### src/rtl/input_buffer_pkg.sv
// Shared types for the receive ping-pong buffer: sample bus, controller pop
// report and the default bank depth.
package input_buffer_pkg;

    localparam int DATA_WIDTH = 32;
    localparam int FRAME_LEN  = 16;

    typedef logic [DATA_WIDTH-1:0] DATA_SAMPLE;

    typedef struct packed {
        logic       valid;
        DATA_SAMPLE data;
    } DATA_BUS;

    typedef struct packed {
        logic valid;
    } RX_TO_CONT;

endpackage

### src/rtl/input_buffer_if.sv
// Handshake bundle between upstream source, input_buffer and the FIR IP core.
// master = upstream/IP side, slave = the buffer itself.
interface input_buffer_if;
    import input_buffer_pkg::*;

    DATA_BUS   data_in;
    logic      tlast_in;
    logic      ready_out;
    DATA_BUS   data_out;
    logic      ip_ready;
    RX_TO_CONT rx_to_cont;
    logic      last_out;

    modport master (
        output data_in, tlast_in, ip_ready,
        input  ready_out, data_out, rx_to_cont, last_out
    );

    modport slave (
        input  data_in, tlast_in, ip_ready,
        output ready_out, data_out, rx_to_cont, last_out
    );

endinterface

### src/rtl/input_buffer_ram.sv
// Single-port bank RAM with synchronous read; a write wins the port when both
// strobes are raised, which the ping-pong pointers never do to one bank.
module ram #(
    parameter int DATA_WIDTH = 32,
    parameter int MEM_SIZE   = 16
) (
    input  logic                          clk,
    input  logic                          i_we,
    input  logic                          i_re,
    input  logic [$clog2(MEM_SIZE)-1:0]   i_addr,
    input  logic [DATA_WIDTH-1:0]         i_wdata,
    output logic [DATA_WIDTH-1:0]         o_rdata
);

    logic [DATA_WIDTH-1:0] r_mem [MEM_SIZE];

    always_ff @(posedge clk) begin
        if (i_we) begin
            r_mem[i_addr] <= i_wdata;
        end else if (i_re) begin
            o_rdata <= r_mem[i_addr];
        end
    end

endmodule

### src/rtl/input_buffer.sv
// Ping-pong receive buffer: fills two banks from the upstream stream and drains
// closed frames to the FIR IP in arrival order, two cycles after each pop.
module input_buffer #(
    parameter int DATA_WIDTH = input_buffer_pkg::DATA_WIDTH,
    parameter int FRAME_LEN  = input_buffer_pkg::FRAME_LEN
) (
    input  logic           clk,
    input  logic           rst_n,
    input_buffer_if.slave  bus
);
    import input_buffer_pkg::*;

    localparam int CNT_W = $clog2(FRAME_LEN);

    logic [1:0]                  r_full;
    logic [1:0]                  r_lst;
    logic [1:0][CNT_W:0]         r_len;
    logic                        r_wrSel;
    logic                        r_rdSel;
    logic [CNT_W-1:0]            r_wrCnt;
    logic [CNT_W-1:0]            r_rdCnt;

    logic                        r_p1Valid;
    logic                        r_p1Bank;
    logic                        r_p1Last;
    logic                        r_outValid;
    logic [DATA_WIDTH-1:0]       r_outData;
    logic                        r_outLast;

    logic                        w_accept;
    logic                        w_close;
    logic                        w_pop;
    logic                        w_popLast;
    logic [1:0]                  w_we;
    logic [1:0]                  w_re;
    logic [1:0][CNT_W-1:0]       w_addr;
    logic [1:0][DATA_WIDTH-1:0]  w_rdata;

    assign bus.ready_out = !r_full[r_wrSel];
    assign w_accept      = bus.data_in.valid && bus.ready_out;
    assign w_close       = w_accept && ((r_wrCnt == CNT_W'(FRAME_LEN - 1)) || bus.tlast_in);
    assign w_pop         = bus.ip_ready && r_full[r_rdSel];
    assign w_popLast     = w_pop && ({1'b0, r_rdCnt} == (r_len[r_rdSel] - 1'b1));

    // A bank is either filling (!full) or draining (full), so its port is never contended.
    always_comb begin
        w_we          = '0;
        w_re          = '0;
        w_we[r_wrSel] = w_accept;
        w_re[r_rdSel] = w_pop;
        w_addr[0]     = w_we[0] ? r_wrCnt : r_rdCnt;
        w_addr[1]     = w_we[1] ? r_wrCnt : r_rdCnt;
    end

    ram #(.DATA_WIDTH(DATA_WIDTH), .MEM_SIZE(FRAME_LEN)) ib0 (
        .clk     (clk),
        .i_we    (w_we[0]),
        .i_re    (w_re[0]),
        .i_addr  (w_addr[0]),
        .i_wdata (bus.data_in.data),
        .o_rdata (w_rdata[0])
    );

    ram #(.DATA_WIDTH(DATA_WIDTH), .MEM_SIZE(FRAME_LEN)) ib1 (
        .clk     (clk),
        .i_we    (w_we[1]),
        .i_re    (w_re[1]),
        .i_addr  (w_addr[1]),
        .i_wdata (bus.data_in.data),
        .o_rdata (w_rdata[1])
    );

    // Close and drain-complete always target different banks, so both updates land.
    always_ff @(posedge clk or negedge rst_n) begin
        if (!rst_n) begin
            r_full  <= '0;
            r_lst   <= '0;
            r_len   <= '0;
            r_wrSel <= 1'b0;
            r_rdSel <= 1'b0;
            r_wrCnt <= '0;
            r_rdCnt <= '0;
        end else begin
            if (w_accept) begin
                if (w_close) begin
                    r_full[r_wrSel] <= 1'b1;
                    r_len[r_wrSel]  <= {1'b0, r_wrCnt} + 1'b1;
                    r_lst[r_wrSel]  <= bus.tlast_in;
                    r_wrSel         <= ~r_wrSel;
                    r_wrCnt         <= '0;
                end else begin
                    r_wrCnt <= r_wrCnt + 1'b1;
                end
            end
            if (w_pop) begin
                if (w_popLast) begin
                    r_full[r_rdSel] <= 1'b0;
                    r_rdSel         <= ~r_rdSel;
                    r_rdCnt         <= '0;
                end else begin
                    r_rdCnt <= r_rdCnt + 1'b1;
                end
            end
        end
    end

    // Stage 1 tracks the RAM read in flight; stage 2 registers the beat for the IP.
    always_ff @(posedge clk or negedge rst_n) begin
        if (!rst_n) begin
            r_p1Valid  <= 1'b0;
            r_p1Bank   <= 1'b0;
            r_p1Last   <= 1'b0;
            r_outValid <= 1'b0;
            r_outData  <= '0;
            r_outLast  <= 1'b0;
        end else begin
            r_p1Valid  <= w_pop;
            r_p1Bank   <= r_rdSel;
            r_p1Last   <= w_popLast && r_lst[r_rdSel];
            r_outValid <= r_p1Valid;
            r_outData  <= r_p1Valid ? w_rdata[r_p1Bank] : '0;
            r_outLast  <= r_p1Valid && r_p1Last;
        end
    end

    assign bus.rx_to_cont.valid = r_p1Valid;
    assign bus.data_out         = {r_outValid, r_outData};
    assign bus.last_out         = r_outLast;

endmodule

### src/flat_wrapper.sv
// flat-port wrapper written by rule: the top's interface ports become plain ports
module input_buffer_flat import input_buffer_pkg::*;
#(
    parameter int DATA_WIDTH = input_buffer_pkg::DATA_WIDTH,
    parameter int FRAME_LEN  = input_buffer_pkg::FRAME_LEN
)
  (clk, rst_n, bus_data_in, bus_tlast_in, bus_ip_ready, bus_ready_out, bus_data_out, bus_rx_to_cont, bus_last_out);
  input_buffer_if bus_i ();
  input  logic clk;
  input  logic rst_n;
  input wire logic [$bits(bus_i.data_in)-1:0] bus_data_in;
  input wire logic [$bits(bus_i.tlast_in)-1:0] bus_tlast_in;
  input wire logic [$bits(bus_i.ip_ready)-1:0] bus_ip_ready;
  output wire logic [$bits(bus_i.ready_out)-1:0] bus_ready_out;
  output wire logic [$bits(bus_i.data_out)-1:0] bus_data_out;
  output wire logic [$bits(bus_i.rx_to_cont)-1:0] bus_rx_to_cont;
  output wire logic [$bits(bus_i.last_out)-1:0] bus_last_out;
  assign bus_i.data_in = bus_data_in;
  assign bus_i.tlast_in = bus_tlast_in;
  assign bus_i.ip_ready = bus_ip_ready;
  assign bus_ready_out = bus_i.ready_out;
  assign bus_data_out = bus_i.data_out;
  assign bus_rx_to_cont = bus_i.rx_to_cont;
  assign bus_last_out = bus_i.last_out;
  input_buffer #(.DATA_WIDTH(DATA_WIDTH), .FRAME_LEN(FRAME_LEN)) u_core (.clk(clk), .rst_n(rst_n), .bus(bus_i));
endmodule
### config.mk
export PLATFORM = sky130hd
export DESIGN_NAME = input_buffer_flat
export DESIGN_NICKNAME = d
export VERILOG_FILES = /design/src/rtl/input_buffer_pkg.sv /design/src/rtl/input_buffer_if.sv /design/src/rtl/input_buffer_ram.sv /design/src/rtl/input_buffer.sv /design/src/flat_wrapper.sv
export SDC_FILE = /design/constraint.sdc
export NUM_CORES = 1
export LEC_CHECK = 0
export BUFFER_PORTS_ARGS = -buffer_cell sky130_fd_sc_hd__buf_2
export CORE_MARGIN = 5
export CORE_UTILIZATION = 35
export CTS_BUF_LIST = sky130_fd_sc_hd__clkbuf_4
export DETAILED_ROUTE_END_ITERATION = 6
export GPL_TIMING_DRIVEN = 0
export PLACE_DENSITY_LB_ADDON = 0.2
export SYNTH_ARGS = -nofsm -noshare
export SYNTH_HDL_FRONTEND = slang
export SYNTH_SLANG_ARGS = --single-unit
### constraint.sdc
create_clock -name clk -period 4.75 [get_ports clk]
set_clock_uncertainty 0.05 [all_clocks]
set_input_delay 0.2375 -clock clk [delete_from_list [all_inputs] [get_ports clk]]
set_output_delay 0.2375 -clock clk [all_outputs]
set_load 0.02 [all_outputs]
; Word level (Yosys, flattened, before mapping)
; Memory sizes are Yosys's and may differ from the RTL's. A register that Yosys moved wholly into a read port is not among the register bits.
; Index checks and enable logic that the tools add are counted.
[word_totals]
reg_bits = 61
ram_bits = 1024
mem_count = 2
out_inout_bits = 36
[mem_list]
columns = name, depth, width, rd, rd_ports_with_merged_regs, wr, line
row1 = u_core.ib0.r_mem, 16, 32, 1, 1, 1, input_buffer_ram.sv:15  ; logic [DATA_WIDTH-1:0] r_mem [MEM_SIZE];
row2 = u_core.ib1.r_mem, 16, 32, 1, 1, 1, input_buffer_ram.sv:15
[classes]
add_sub_neg = 4
mux = 31
bitwise = 9
eq_ne = 2
n_reduce_logical = 14
order_cmp = 5
[op_table]
columns = op, n
row1 = 32-bit 2-to-1 mux, 3
row2 = 4-bit 2-to-1 mux, 4
row3 = 5-bit 2-to-1 mux, 3
row4 = 1-bit 2-to-1 mux, 12
row5 = 10-bit bitwise mux, 1
row6 = 4-bit by 1-bit adder with 4-bit output (second input constant), 2
row7 = 1-bit logical AND, 8
row8 = 2-bit 2-to-1 mux, 4
row9 = 2-bit AND reduction, 4
row10 = 2-bit bitwise AND, 3
row11 = 1-bit by 2-bit less-than comparator with 1-bit output (second input constant), 3
row12 = 4-bit by 1-bit adder with 5-bit output (second input constant), 1
row13 = 5-bit demux with 1-bit select, 1
row14 = 4-bit by 5-bit equality test with 1-bit output, 1
row15 = 5-bit by 1-bit subtractor with 5-bit output (second input constant), 1
row16 = 4-bit equality test (second input constant), 1
row17 = 1-bit NOT, 4
row18 = 2-bit bitwise mux, 1
row19 = 1-bit demux with 1-bit select, 2
row20 = 1-bit >= comparator (second input constant), 2
row21 = 2-bit NOT, 1
row22 = 2-bit bitwise OR, 1
row23 = 1-bit zero test, 1
row24 = 1-bit logical OR, 1

; Logic depth before layout (Yosys ltp)
; Gate-level depths: netlist of the first run.
[depth]
ltp_word = 10
depth_mapped = 9

; Modules after synthesis
; A second synthesis of the first run with hierarchy kept.
[unflattened]
cells_unflattened = 1930
area_unflattened_um2 = 43245.2
[modules_own_cells]
columns = module, seq_area_each_um2, instances, cells_per_inst, area_each_um2
row1 = ram, 16335.7, 2, 841, 20189.4
row2 = input_buffer, 1526.5, 1, 248, 2866.5

; Worst setup path after synthesis of the first run
; No wires, ideal clock.
[synth_timing]
path_kind = reg-to-reg
startpoint = register u_core.r_full[1]
endpoint = memory u_core.ib1.r_mem[5][0], enable pin
n_path_buf = 3
period_less_slack_ns = 4.227
required_time_ns = 4.239
t_arrival_ns = 3.716
setup_slack_ns = 0.523
path_stages_with_launch = 7
cell_sequence = dfrtp_1 and3b_1 buf_2 mux2_2 buf_2 buf_2 nor3_1
[synth_between]
elab_chain_cells = 7
[synth_rtl]
columns = element, line
row1 = start: declaration, input_buffer.sv:15  ; logic [1:0] r_full;
row2 = start signal: assignment, input_buffer.sv:76  ; r_full <= '0;
row3 = start signal: indexed assignment, input_buffer.sv:86  ; r_full[r_wrSel] <= 1'b1;
row4 = start signal: indexed assignment, input_buffer.sv:97  ; r_full[r_rdSel] <= 1'b0;
row5 = 1-bit 2-to-1 mux (not written as such) (*) (2 in a row), input_buffer.sv:39  ; assign bus.ready_out = !r_full[r_wrSel];
row6 = 1-bit zero test (*), input_buffer.sv:39
row7 = 1-bit logical AND (*), input_buffer.sv:40  ; assign w_accept = bus.data_in.valid && bus.ready_out;
row8 = 2-bit bitwise AND (no source line) (*), -
row9 = 1-bit 2-to-1 mux, input_buffer_ram.sv:18  ; if (i_we) begin
row10 = 1-bit 2-to-1 mux (not written as such), input_buffer_ram.sv:19  ; r_mem[i_addr] <= i_wdata;
row11 = end: declaration, input_buffer_ram.sv:15
; Mark *: on every way between the ends. The rest lies on a longest branch, timed or not. The select of a mux whose other input is x is not followed.

; Worst setup path after layout of the first run
[layout_timing]
startpoint = register u_core.r_wrCnt[1]
endpoint = memory u_core.ib1.r_mem[7][12], enable pin
[layout_between]
elab_chain_cells = 1
[layout_rtl]
columns = element, line
row1 = start: declaration, input_buffer.sv:20  ; logic [CNT_W-1:0] r_wrCnt;
row2 = start signal: assignment, input_buffer.sv:92  ; r_wrCnt <= r_wrCnt + 1'b1;
row3 = 4-bit 2-to-1 mux, input_buffer.sv:52  ; w_addr[1] = w_we[1] ? r_wrCnt : r_rdCnt;
; No other way between the ends.

==> results by group, run 1 <==
Pwr
  • Leak Pwr: 0.0212 uW
  • Sw frac: 0.341
  • Design Power: between 30,000 and 40,000 uW
  • Clock share of power: 0.264
  • P_sw: 11,200 uW
  • Cell Int Power: 21,700 uW
  • Comb power frac: 0.370
  • Flop pwr share: 0.366
  • PD cells: 536 nW/um^2
  • Max IR drop VDD: roughly 0.00032 V

Synthesis
  • Post-Syn Instances: 2,525
  • Asr flop ratio synth: 0.0531
  • Post-synth cell types: slightly above 40
  • Yosys warns: 0
  • Mux contribution to synthesized area: 0.314
  • Synth Area in Simple Gates: 0.0134
  • Compound-Gate Fraction of Synth Area: 0.00337
  • Top FF cell, synth: edfxtp_1
  • Post-Synth Adder-Cell Area: 0.000711
  • Most common cell in the synthesized netlist: edfxtp_1
  • XOR/XNOR Fraction of Synth Area: 0.000995
  • Yosys reg bits: 1,149
  • Post-synthesis sequential area ratio: 0.648
  • Commonest cells post-synth: edfxtp_1, mux4_2, mux2i_1
  • Main combinational cell family by area after synthesis: multiplexers
  • Share of the synthesized area in the top cell type: 0.619
  • Number of synthesized flops with an enable pin: approximately 1,100
  • Cell taking the most area after synthesis: edfxtp_1
  • Syn_area_per_cell: 20.9 um^2
  • Net Count, Synth: 2,565
  • Synth area leaders: edfxtp_1, mux4_2, mux2i_1, dfrtp_1, mux2_2
  • Syn Std Cell Area: 52,800 um^2

Timing
  • Rel. slew slack: 0.0919
  • Slew Viols, Final: 0
  • Final setup violation count: 0
  • Period minus WS final: between 4 and 5 ns
  • Period utilization: 0.892
  • FMAX: between 200 and 250 MHz
  • Unrepaired setup endpoints after global routing: false
  • Total negative slack: 0 ns
  • Tightest Pin Transition: 1.36 ns
  • Final hold violation count: 0
  • Final setup margin: 0.511 ns

Route
  • Iter 0 DRT Violations: ~2,800
  • Met3 Wirelength: roughly 12,000 um
  • DR vias/cell: roughly 5.6
  • Wire length per cell: 30.8 um
  • WL final: about 160,000 um
  • Detailed-route via count: roughly 29,000
  • M1 WL: roughly 69,000 um
  • Detailed-router iteration count before antenna repair: 5
  • Routed Antenna Nets: 0
  • DR WL met2: 76,500 um
  • Top Metal Used: met5
  • DRC Markers: 0

CTS
  • Inserted Clock Buffers: roughly 320
  • Skew-Pair Late Insertion Delay: between 1 and 1.5 ns
  • CTS max path bufs: 4
  • H-tree Lvls: 5
  • Root Driver: clkbuf_4
  • Clock sink total: 1,149
  • CTS tree: built
  • Setup bufs post-CTS: 0
  • Clock-pin slew on the worst setup and hold paths: 0.06 ns
  • Resize count post-CTS: 0

Hold path
  • Hold_sp: bus_data_in[24]
  • Hold Path Class: in2reg

Final layout
  • Final core utilization: 0.409
  • Share of post-route cells with drive strength above 1: 0.407
  • # fillers: 13,426
  • Non-Filler Instances: 5,270
  • P&R area growth vs syn: 16.3%
  • Storage cell area: 34,200 um^2
  • Multi-input gate area: roughly 18,000 um^2
  • Nets: 3,085

Critical path
  • Slowest cell on the critical path: nor3_2
  • CP Class: reg2reg
  • CP Cell Sequence: buf_2, buf_1, nand3_1, nor3_2, buf_6, buf_4
  • Worst path top cell family by delay: simple AND/OR/NAND/NOR gates
  • Crit Path Max Fanout: 10
  • Worst setup SP type: flop
  • Worst setup startpoint: u_core.r_wrCnt[1]
  • RR Startpoint: u_core.r_wrCnt[1]
  • Required @ worst endpoint: approximately 5.6 ns
  • Crit path buf inv count: 4
  • Critical Path AT: 5.12 ns
  • CP max stage delay: 1.06 ns
  • Crit end category: flop

Place
  • DP HPWL: 108,000 um
  • Worst slack at placement: 0.460 ns
  • Post-placement cell count: 4,655
  • PortBufs: 71
  • GP Congestion: 0.821

Floorplanning
  • Die height: 398 um
  • Core area: 150,000 um^2
  • Rows: 142
  • Initial Util: 0.352
  • I/O pins: 73
  • Die Wd: 398 um
  • Full die area: ~160,000 um^2

Run status
  • Outcome: finished clean

GRT
  • Overflow after GRT: 0
  • Initial antenna violation count: 13
  • First-pass GRT wire length: 229,000 um
  • Overall fraction of global-route tracks in use: 0.205
  • Largest net degree at the start of global routing: slightly above 60
  • Vias in the first global route: 31,632

Job
  • Maximum capacitance violations: 0
[area by class of cell]
| cell class | instances | share of cell area |
|---|---|---|
| inverter | 3 | 0.000183 |
| antenna | 5 | 0.000204 |
| clock inverter | 66 | 0.00550 |
| timing repair buffer | 195 | 0.0327 |
| tap | 2016 | 0.0411 |
| clock buffer | 463 | 0.0566 |
| sequential | 1149 | 0.557 |
| buffer | 186 | 0.0165 |
| multi-input combinational | 1187 | 0.290 |
[registers in the layout, summed over array words and instances (netlist names)]
| register | count |
|---|---|
| u_core.r_rdSel | 1 |
| u_core.ib1.o_rdata | 32 |
| u_core.bus.rx_to_cont | 1 |
| u_core.r_p1Last | 1 |
| u_core.ib1.r_mem | 512 |
| u_core.ib0.r_mem | 512 |
| u_core.ib0.o_rdata | 32 |
| u_core.r_outValid | 1 |
| u_core.r_rdCnt | 4 |
| u_core.r_p1Bank | 1 |
| u_core.r_full | 2 |
| u_core.bus.last_out | 1 |
| u_core.r_len | 10 |
| u_core.r_wrCnt | 4 |
| u_core.r_wrSel | 1 |
| u_core.r_outData | 32 |
| u_core.r_lst | 2 |
[power by group through the flow]
stage	combinational, uW	clock, uW	sequential, uW
floorplan	7890	0	12200
global placement	12000	0	12200
detailed placement	12200	0	12200
CTS	12300	8930	12000
global route	12900	9510	12000
finish	12200	8690	12000
[metal layers]
layer | global-route usage | vias up
met4 | 0.0761 | 2
met3 | 0.0432 | 267
li1 | - | 12024
met1 | 0.283 | 15843
met5 | 0 | -
met2 | 0.321 | 1287
[worst register-to-register path, stage by stage (launching register included)]
cell and delay (ns):
dfrtp_1 0.46, buf_2 0.45, buf_1 0.58, nand3_1 0.83, nor3_2 1.06, buf_6 0.28
buf_4 0.24
[metrics by stage]
stage          hold WS (ns)  area (um^2)
6_report              0.158        61400
5_1_grt              0.0670        61400
4_1_cts             0.00163        61400
3_5_place_dp          0.342        56700
3_3_place_gp          0.396        55700
2_1_floorplan        -0.108        52800
[worst paths after layout]
| path | to | slack (ns) | cells after the start |
|---|---|---|---|
| max reg2reg | u_core.ib1.r_mem[7][12] | 0.51 | 6 |
| max in group asynchronous | u_core.r_outData[1] | 3.73 | 5 |
| min in group asynchronous | u_core.r_lst[1] | 0.60 | 5 |
| max | u_core.ib1.r_mem[7][12] | 0.51 | 6 |
| min reg2reg | u_core.bus.last_out | 0.43 | 1 |
| min | u_core.ib1.r_mem[7][24] | 0.16 | 2 |
[placed cells by master (no fill, tap or decap), types with 4 or more instances in the layout]
cell	count
nor3_2	5
buf_1	14
nor3_1	6
dlygate4sd3_1	74
clkbuf_4	463
buf_6	36
dfrtp_1	61
nor2b_1	33
diode_2	5
a21oi_1	5
buf_12	27
edfxtp_1	1088
mux2i_1	427
nor2_4	27
nand2_1	36
nor2_1	4
o21ai_1	10
nand3_1	5
mux4_2	512
buf_2	144
clkbuf_1	65
inv_2	5
clkinv_2	9
mux2_2	67
clkinv_1	50
o21ai_0	9
buf_4	12
buf_16	7
[cells by family after synthesis]
| logic type | after synthesis |
|---|---|
| buf+inv | 189 |
| compound gates | 31 |
| fa+ha+maj | 3 |
| mux | 1009 |
| xor+xnor | 6 |
| simple gates | 138 |
| flops | 1149 |
[timing repair]
| item | 4_1_cts | 5_1_grt |
|---|---|---|
| hold buffers | 81 | 0 |
| setup endpoints to repair | 0 | 0 |
| endpoints found under the hold margin | 1459 | 0 |
No activity file was read; power rests on OpenSTA's default activity.
==> run 2: changes to the inputs <==
Settings changed: RECOVER_POWER from default to 100.
==> run 2 against run 1 <==
Net effect: the flow now finishes with violations (max-capacitance violations, max-slew violations); critical path depth grew 1; sequential cell count did not move; count of clock-buffer cells in the layout stayed put; largest power group is now sequential cells; worst hold slack better by 0.028 ns; cell area fell by 0.68%; fmax is 6.4% lower.
==> results by group, run 2 (synthesized netlist as in run 1, its figures left out) <==
Run status
  • Outcome: finished, violations left
  • Failing checks: max-capacitance violations, max-slew violations

Critical path
  • Worst path top cell family by delay: buffers and inverters
  • Crit end category: flop
  • Slowest cell on the critical path: clkbuf_1
  • CP max stage delay: between 1 and 1.5 ns
  • Required @ worst endpoint: between 5 and 6 ns
  • Crit Path Max Fanout: 10
  • Worst setup SP type: flop
  • Critical Path AT: 5.44 ns
  • Crit path buf inv count: 3
  • CP Cell Sequence: buf_2, clkbuf_1, clkbuf_1, mux4_2, mux2i_1, mux2i_1, mux2_2
  • CP Class: reg2reg

CTS
  • Resize count post-CTS: 0
  • Clock-pin slew on the worst setup and hold paths: 0.07 ns
  • CTS max path bufs: 4
  • Root Driver: clkbuf_4
  • H-tree Lvls: 5
  • CTS tree: built
  • Skew-Pair Late Insertion Delay: around 1.2 ns
  • Inserted Clock Buffers: 323
  • Clock sink total: 1,149

Final layout
  • Share of post-route cells with drive strength above 1: 0.366
  • Non-Filler Instances: ~5,300
  • P&R area growth vs syn: 15.5%
  • Nets: 3,085
  • # fillers: 13,492
  • Commonest non-fill, non-tap cell in the layout: edfxtp_1
  • Highest-count cells in the layout ignoring fill and taps: edfxtp_1, mux4_2, clkbuf_4, mux2i_1, clkbuf_1
  • Largest registers: u_core.ib0.r_mem: 512 flops, u_core.ib1.r_mem: 512 flops

Timing
  • Rel. slew slack: -1.09
  • Unrepaired setup endpoints after global routing: false
  • Slew Viols, Final: ~640
  • FMAX: 221 MHz
  • WHS: approximately 0.19 ns
  • Period minus WS final: around 4.5 ns
  • Period utilization: 0.954
  • Final setup violation count: 0
  • Tightest Pin Transition: ~3.1 ns
  • Final hold violation count: 0

GRT
  • Overall fraction of global-route tracks in use: 0.205
  • Initial antenna violation count: 12
  • Largest net degree at the start of global routing: 62
  • Vias in the first global route: ~32,000
  • Overflow after GRT: 0
  • First-pass GRT wire length: 229,000 um

Route
  • Detailed-route via count: 29,430
  • Iter 0 DRT Violations: ~3,000
  • Routed Antenna Nets: 0
  • DR vias/cell: ~5.6
  • WL final: 163,000 um
  • Detailed-router iteration count before antenna repair: 5
  • Wire length per cell: 30.9 um
  • DRC Markers: 0

Floorplanning
  • Core area: about 150,000 um^2
  • Initial Util: 0.352
  • Die Wd: 398 um
  • Full die area: between 150,000 and 200,000 um^2
  • Die height: 398 um
  • I/O pins: 73
  • Rows: 142

Job
  • Maximum capacitance violations: 20

Place
  • PortBufs: 71
  • DP HPWL: approximately 110,000 um
  • GP Congestion: 0.821
  • Post-placement cell count: roughly 4,700

Pwr
  • Max IR drop VDD: 0.000325 V
  • PD cells: roughly 540 nW/um^2
  • Leak Pwr: 0.0208 uW

Hold path
  • Hold Path Class: in2reg
[run 2: changes by cell type in the layout (fill, tap and decap cells not counted), sizes merged]
cell,before,now
clkbuf,528,626
clkdlybuf4s25,0,1
buf,242,143
[run 2: final timing paths]
kind,slack [ns],endpoint,from,cells after the start
setup / recovery,0.22,u_core.ib0.o_rdata[29],u_core.r_rdCnt[0],7
hold / removal,0.19,u_core.ib1.r_mem[5][30],bus_data_in[32],4
setup reg to reg,0.22,u_core.ib0.o_rdata[29],u_core.r_rdCnt[0],7
hold reg to reg,0.43,u_core.r_len[0],u_core.r_len[0],2
max in group asynchronous,0.90,u_core.r_outData[1],rst_n,5
min in group asynchronous,1.94,u_core.r_lst[1],rst_n,5
[run 2: worst register-to-register path, stage by stage (launching register included)]
cell and delay, ns:
dfrtp_1 0.36, buf_2 0.61, clkbuf_1 1.13, clkbuf_1 1.03, mux4_2 0.44, mux2i_1 0.14
mux2i_1 0.14, mux2_2 0.37
[run 2: area by class of cell]
cell class	count	area [um^2]	area share
repair buffers	195	1720	0.0281
well taps	2016	2520	0.0414
multi-input cells	1187	17700	0.290
inverters	3	11.3	0.000185
diodes	5	12.5	0.000205
clock buffers	463	3480	0.0570
clock inverters	66	338	0.00554
plain buffers	186	1000	0.0164
flip-flops and latches	1149	34200	0.561
[run 2: per-stage QoR]
step | setup slack, ns | area [um^2] | utilization | power (uW) | setup TNS, ns
3_3_place_gp | -2.58 | 55700 | 0.371 | 24200 | -1172.70
4_1_cts | 0.476 | 61400 | 0.409 | 33300 | 0
5_1_grt | 0.184 | 60900 | 0.406 | 34300 | 0
6_report | 0.220 | 61000 | 0.406 | 32800 | 0
2_1_floorplan | 0.523 | 52800 | - | 20100 | 0
3_5_place_dp | 0.460 | 56700 | 0.378 | 24400 | 0
[run 2: per-layer routing]
metal	vias up	wire, um	global-route usage
li1	12030	-	-
met1	15857	69300	0.283
met4	2	5530	0.0761
met5	-	16	0
met3	261	11500	0.0432
met2	1280	76300	0.321
[run 2: repair_timing]
item / CTS / global route
hold endpoints to repair: 1459 / 0
setup buffers: 0 / 0
hold buffers: 81 / 0
setup endpoints to repair: 0 / 0
[run 2: power by group]
part,switching (uW),internal [uW]
Clock,4090,4600
Sequential,248,11800
Combinational,6860,5170
Total,11200,21600
